$ cat src/rtl/seq_shift_add_mult_pkg.sv
// Shared types and helpers for the sequential shift-and-add multiplier.
package seq_mult_pkg;

    typedef enum logic [1:0] {
        IDLE = 2'd0,
        RUN  = 2'd1,
        DONE = 2'd2
    } state_t;

    // Width needed to count multiplier bits from 0 up to and including bw.
    function automatic int cnt_width(input int bw);
        return $clog2(bw + 1);
    endfunction

endpackage

$ cat src/rtl/seq_shift_add_mult_shift_add_step.sv
// One iteration of the multiplier datapath: adds BPC shifted partial products to acc.
module shift_add_step #(
    parameter int AW  = 8,
    parameter int BW  = 8,
    parameter int BPC = 1,
    parameter int CW  = 4
) (
    input  logic [AW+BW-1:0] acc,
    input  logic [AW-1:0]    a_reg,
    input  logic [BPC-1:0]   b_slice,
    input  logic [CW-1:0]    count,
    output logic [AW+BW-1:0] acc_next
);

    localparam int PW = AW + BW;

    logic [PW-1:0] sum;

    always_comb begin
        sum = acc;
        for (int k = 0; k < BPC; k++) begin
            if (b_slice[k]) begin
                sum = sum + (PW'(a_reg) << (count + k));
            end
        end
        acc_next = sum;
    end

endmodule

$ cat src/rtl/seq_shift_add_mult.sv
// Multi-cycle shift-and-add multiplier retiring BPC multiplier bits per clock.
// Optional early termination on an exhausted multiplier: define SEQ_MULT_EARLY_TERM_EN.
module seq_shift_add_mult
    import seq_mult_pkg::*;
#(
    parameter int AW  = 8,
    parameter int BW  = 8,
    parameter int BPC = 1
) (
    input  logic             clk,
    input  logic             rst,
    input  logic             in_valid,
    output logic             in_ready,
    input  logic [AW-1:0]    a,
    input  logic [BW-1:0]    b,
    input  logic             is_signed,
    output logic             out_valid,
    input  logic             out_ready,
    output logic [AW+BW-1:0] product,
    output logic             busy
);

    localparam int PW = AW + BW;
    localparam int CW = cnt_width(BW);

    state_t        state;
    state_t        state_next;
    logic [AW-1:0] a_reg;
    logic [BW-1:0] b_reg;
    logic [PW-1:0] acc;
    logic [PW-1:0] acc_next;
    logic [CW-1:0] count;
    logic          neg;
    logic          finalize;
    logic [AW-1:0] a_mag;
    logic [BW-1:0] b_mag;

    // Operands are held as unsigned magnitudes; -2^(N-1) maps to 2^(N-1) in N bits.
    assign a_mag = (is_signed && a[AW-1]) ? -a : a;
    assign b_mag = (is_signed && b[BW-1]) ? -b : b;

    shift_add_step #(
        .AW (AW),
        .BW (BW),
        .BPC(BPC),
        .CW (CW)
    ) u_step (
        .acc     (acc),
        .a_reg   (a_reg),
        .b_slice (b_reg[BPC-1:0]),
        .count   (count),
        .acc_next(acc_next)
    );

    always_ff @(posedge clk or posedge rst) begin
        if (rst) begin
            state <= IDLE;
        end else begin
            state <= state_next;
        end
    end

    always_comb begin
        state_next = state;
        in_ready   = 1'b0;
        out_valid  = 1'b0;
        busy       = 1'b0;
        finalize   = 1'b0;
        case (state)
            IDLE: begin
                in_ready = 1'b1;
                if (in_valid) begin
                    state_next = RUN;
                end
            end
            RUN: begin
                busy = 1'b1;
`ifdef SEQ_MULT_EARLY_TERM_EN
                finalize = (b_reg == '0);
`else
                finalize = (count == CW'(BW));
`endif
                if (finalize) begin
                    state_next = DONE;
                end
            end
            DONE: begin
                out_valid = 1'b1;
                if (out_ready) begin
                    state_next = IDLE;
                end
            end
            default: state_next = IDLE;
        endcase
    end

    // Datapath: capture on accept, iterate in RUN, apply the sign once when finishing.
    always_ff @(posedge clk or posedge rst) begin
        if (rst) begin
            a_reg   <= '0;
            b_reg   <= '0;
            acc     <= '0;
            count   <= '0;
            neg     <= 1'b0;
            product <= '0;
        end else begin
            case (state)
                IDLE: begin
                    if (in_valid) begin
                        a_reg <= a_mag;
                        b_reg <= b_mag;
                        neg   <= is_signed & (a[AW-1] ^ b[BW-1]);
                        acc   <= '0;
                        count <= '0;
                    end
                end
                RUN: begin
                    if (finalize) begin
                        product <= neg ? -acc : acc;
                    end else begin
                        acc   <= acc_next;
                        b_reg <= b_reg >> BPC;
                        count <= count + CW'(BPC);
                    end
                end
                default: ;
            endcase
        end
    end

endmodule

$ cat config.mk
export PLATFORM = sky130hd
export DESIGN_NAME = seq_shift_add_mult
export DESIGN_NICKNAME = d
export VERILOG_FILES = /design/src/rtl/seq_shift_add_mult_pkg.sv /design/src/rtl/seq_shift_add_mult_shift_add_step.sv /design/src/rtl/seq_shift_add_mult.sv
export SDC_FILE = /design/constraint.sdc
export NUM_CORES = 1
export LEC_CHECK = 0
export BUFFER_PORTS_ARGS = -buffer_cell sky130_fd_sc_hd__buf_2
export CAP_MARGIN = 20
export CORE_MARGIN = 2
export CORE_UTILIZATION = 45
export DETAILED_ROUTE_END_ITERATION = 16
export GPL_ROUTABILITY_DRIVEN = 0
export REMOVE_ABC_BUFFERS = 1
export SLEW_MARGIN = 20
export SYNTH_ARGS = -nofsm -noshare
export SYNTH_HDL_FRONTEND = slang
export SYNTH_SLANG_ARGS = --single-unit
$ cat constraint.sdc
create_clock -name clk -period 9.6 [get_ports clk]
set_clock_uncertainty 0.2 [all_clocks]
set_input_delay 1.92 -clock clk [delete_from_list [all_inputs] [get_ports clk]]
set_output_delay 1.92 -clock clk [all_outputs]
set_load 0.01 [all_outputs]
==> results.json <==
{
  "htree_levels": 2,
  "syn_to_final_growth_pct": 9.79,
  "detail-route-antenna-nets": 0,
  "cpPeakStageDelay_ns": 0.46,
  "coreArea_um2": 8220,
  "grt_use_total_pct": 19.5,
  "cp_max_fo": 21,
  "initial_core_util_pct": 46.2,
  "io_buffers": 39,
  "ctsHoldBuffers": 0,
  "grt_pass1_vias": 2923,
  "num_antenna_cells": 0,
  "tightest_slew_ns": 0.763,
  "fin_nets": 533,
  "fp.dieH_um": 95.8,
  "synthArstFlopShare_pct": 100,
  "power.leakage_nw": 1.91,
  "critPathTopFamily": "buffers and inverters",
  "yosysUniqueCellTypes": 47,
  "synth_seq_cells": 55,
  "fin_crit_sh_pct": 39.3,
  "rows": 33,
  "cp-start-kind": "flip-flop",
  "drt_iter0_markers": 191,
  "synth_ff_type": "dfrtp_1",
  "yosys.area.top_type": "dfrtp_1",
  "synthTopCellsByArea": "dfrtp_1 (36%), ha_1 (6.6%), a21oi_1 (6.2%)",
  "hold_path.class": "flip-flop to flip-flop",
  "numCtsBuffers": 5,
  "critPathRequiredTime_ns": 7.48,
  "clock_latency_ns": 0.31,
  "cts_tree": "yes",
  "cpMaxStageDelayCell": "inv_1",
  "wl_per_cell_um": 13.7,
  "post_cts_buffers": 0,
  "clk_pin_slew_ns": 0.11,
  "synthMuxAreaShare_pct": 4.19,
  "grt_max_degree": 56,
  "dr.pass1.iters": 4,
  "die-area_um2": 9190,
  "path_cells": "nand2b_1 > inv_1 > buf_2",
  "die_w_um": 95.8,
  "min_period_ns": 3.77,
  "synth-xor-area-share_pct": 8.54,
  "synth_fa_ha_area_share_pct": 7.12,
  "tns_ns": 0,
  "syn_inst": 462,
  "synth_top_family_by_area": "compound AO/OA/AOI/OAI gates",
  "final_max_slew_viol_count": 0,
  "max_freq_ghz": 0.265,
  "fin_util_pct": 50.7,
  "grt_antenna_before_repair": 0,
  "synthMostInstantiatedCell": "dfrtp_1",
  "dp_hpwl_um": 6240,
  "synth-compound-area-share_pct": 22.2,
  "path_class": "flip-flop to output pin",
  "grt-ovfl-total": 0,
  "outcome": "finished, final reports clean",
  "synth_top_area_share_pct": 36.3,
  "pin_count": 40,
  "yosysSeqAreaShare_pct": 36.3,
  "crit_buf_inv": 2,
  "cts.sinks": 55,
  "dr_total_vias": 3228,
  "p_per_area_nw_per_um2": 385,
  "reg_top3": "acc: 16 flops, product: 16 flops",
  "irDropWorstVdd_v": 0.000132,
  "final-hold-violation-count": 0,
  "route.detailed.drc": 0,
  "drv_cap": 0,
  "rsz0062_at_grt": "no",
  "maxSlewHeadroom_pct": 48.8,
  "final-setup-viol-count": 0,
  "netlist_top_cells_count": "dfrtp_1 (55), nand2_1 (54), nor2_1 (51)",
  "cts-root-buf": "clkbuf_8",
  "crit_arrival_ns": 1.65,
  "synth_warnings": 0,
  "layoutNonFillerInstCount": 597,
  "avgSynthCellArea_um2": 8.22,
  "clockBufferDepth": 2,
  "synth-simple-area-share_pct": 17.5,
  "cts-resized-gates": 0,
  "synth-edff-count": 0,
  "post-place-cells": 588,
  "via_per_inst": 5.41,
  "grt_pass1_wl_um": 14200,
  "routed_wl_um": 8190,
  "power_w": 0.00161,
  "final_layout_size_suffix_gt1_share_pct": 12.8,
  "syn_area_um2": 3800,
  "worst_setup_path_end_kind": "output pin"
}
## cells by family after synthesis
kind of cell | count (synthesis)
DFF | 55
xor gates and xnor gates | 37
and+or+nand+nor | 152
AOI/OAI and AO/OA | 142
adders and majority gates | 21
muxes | 15
buffers and inverters | 40
## worst register-to-register path, delay by kind of cell (launching register included)
family | cells | cell delay [ns]
adders and majority gates | 1 | 0.40
muxes | 1 | 0.31
DFF | 1 | 0.75
AOI/OAI and AO/OA | 9 | 1.72
and+or+nand+nor | 2 | 0.23
## layout make-up
type	count	area [um^2]
Fill cell	809	4050
Multi-Input combinational cell	367	2280
Sequential cell	55	1380
Timing Repair Buffer	43	225
Tap cell	105	131
Inverter	19	71.3
Clock buffer	5	68.8
Clock inverter	3	18.8
## report_power, final
group          internal [W]  total (W)  leakage, nW  switching, W
clock             0.0000517   0.000131       0.0483     0.0000795
combinational      0.000430    0.00100         1.18      0.000574
sequential         0.000340   0.000471        0.675      0.000131
## layout by cell type (no fill, tap or decap), types with 2 or more instances in the layout
cell	instances
clkbuf_8	5
o31ai_1	6
xnor2_1	15
dfrtp_1	55
nand2b_1	3
xor2_1	22
inv_1	17
mux2i_1	11
mux2_2	3
nand3_1	13
a211oi_1	6
nand4_1	4
nor2_1	51
nand2_1	54
a21oi_1	47
o21a_1	2
o22ai_1	5
o21bai_1	4
nor2b_1	7
nor3_1	7
buf_4	4
or3_1	6
clkinv_2	2
buf_2	39
o2111ai_1	2
o211ai_1	2
o21ai_0	46
a31oi_1	4
ha_1	20
a21o_1	7
## routing by layer
layer / vias to the layer above / wire length [um] / GRT usage, %
met4: 0 / 51 / 3.81
met1: 1488 / 3970 / 26.6
met5: - / 0 / 0
met3: 5 / 229 / 2.66
met2: 52 / 3940 / 33.2
li1: 1683 / - / -
## path summary, 6_finish.rpt
check / start / to / slack [ns] / depth (start not counted)
max: state[1] / busy / 5.83 / 3
min: b_reg[1] / b_reg[1] / 0.29 / 2
max reg2reg: count[0] / acc[15] / 5.92 / 13
min reg2reg: b_reg[1] / b_reg[1] / 0.29 / 2
max in group asynchronous: rst / product[7] / 7.14 / 3
min in group asynchronous: rst / product[3] / 1.56 / 3
## metrics by stage
stage	hold WS [ns]	area [um^2]	setup WS, ns
5_1_grt	0.333	4170	5.56
4_1_cts	0.297	4160	5.81
6_report	0.291	4170	5.83
3_3_place_gp	0.262	4070	5.71
3_5_place_dp	0.273	4070	5.69
2_1_floorplan	0.250	3710	4.79
(Power assumes the default switching activity.)
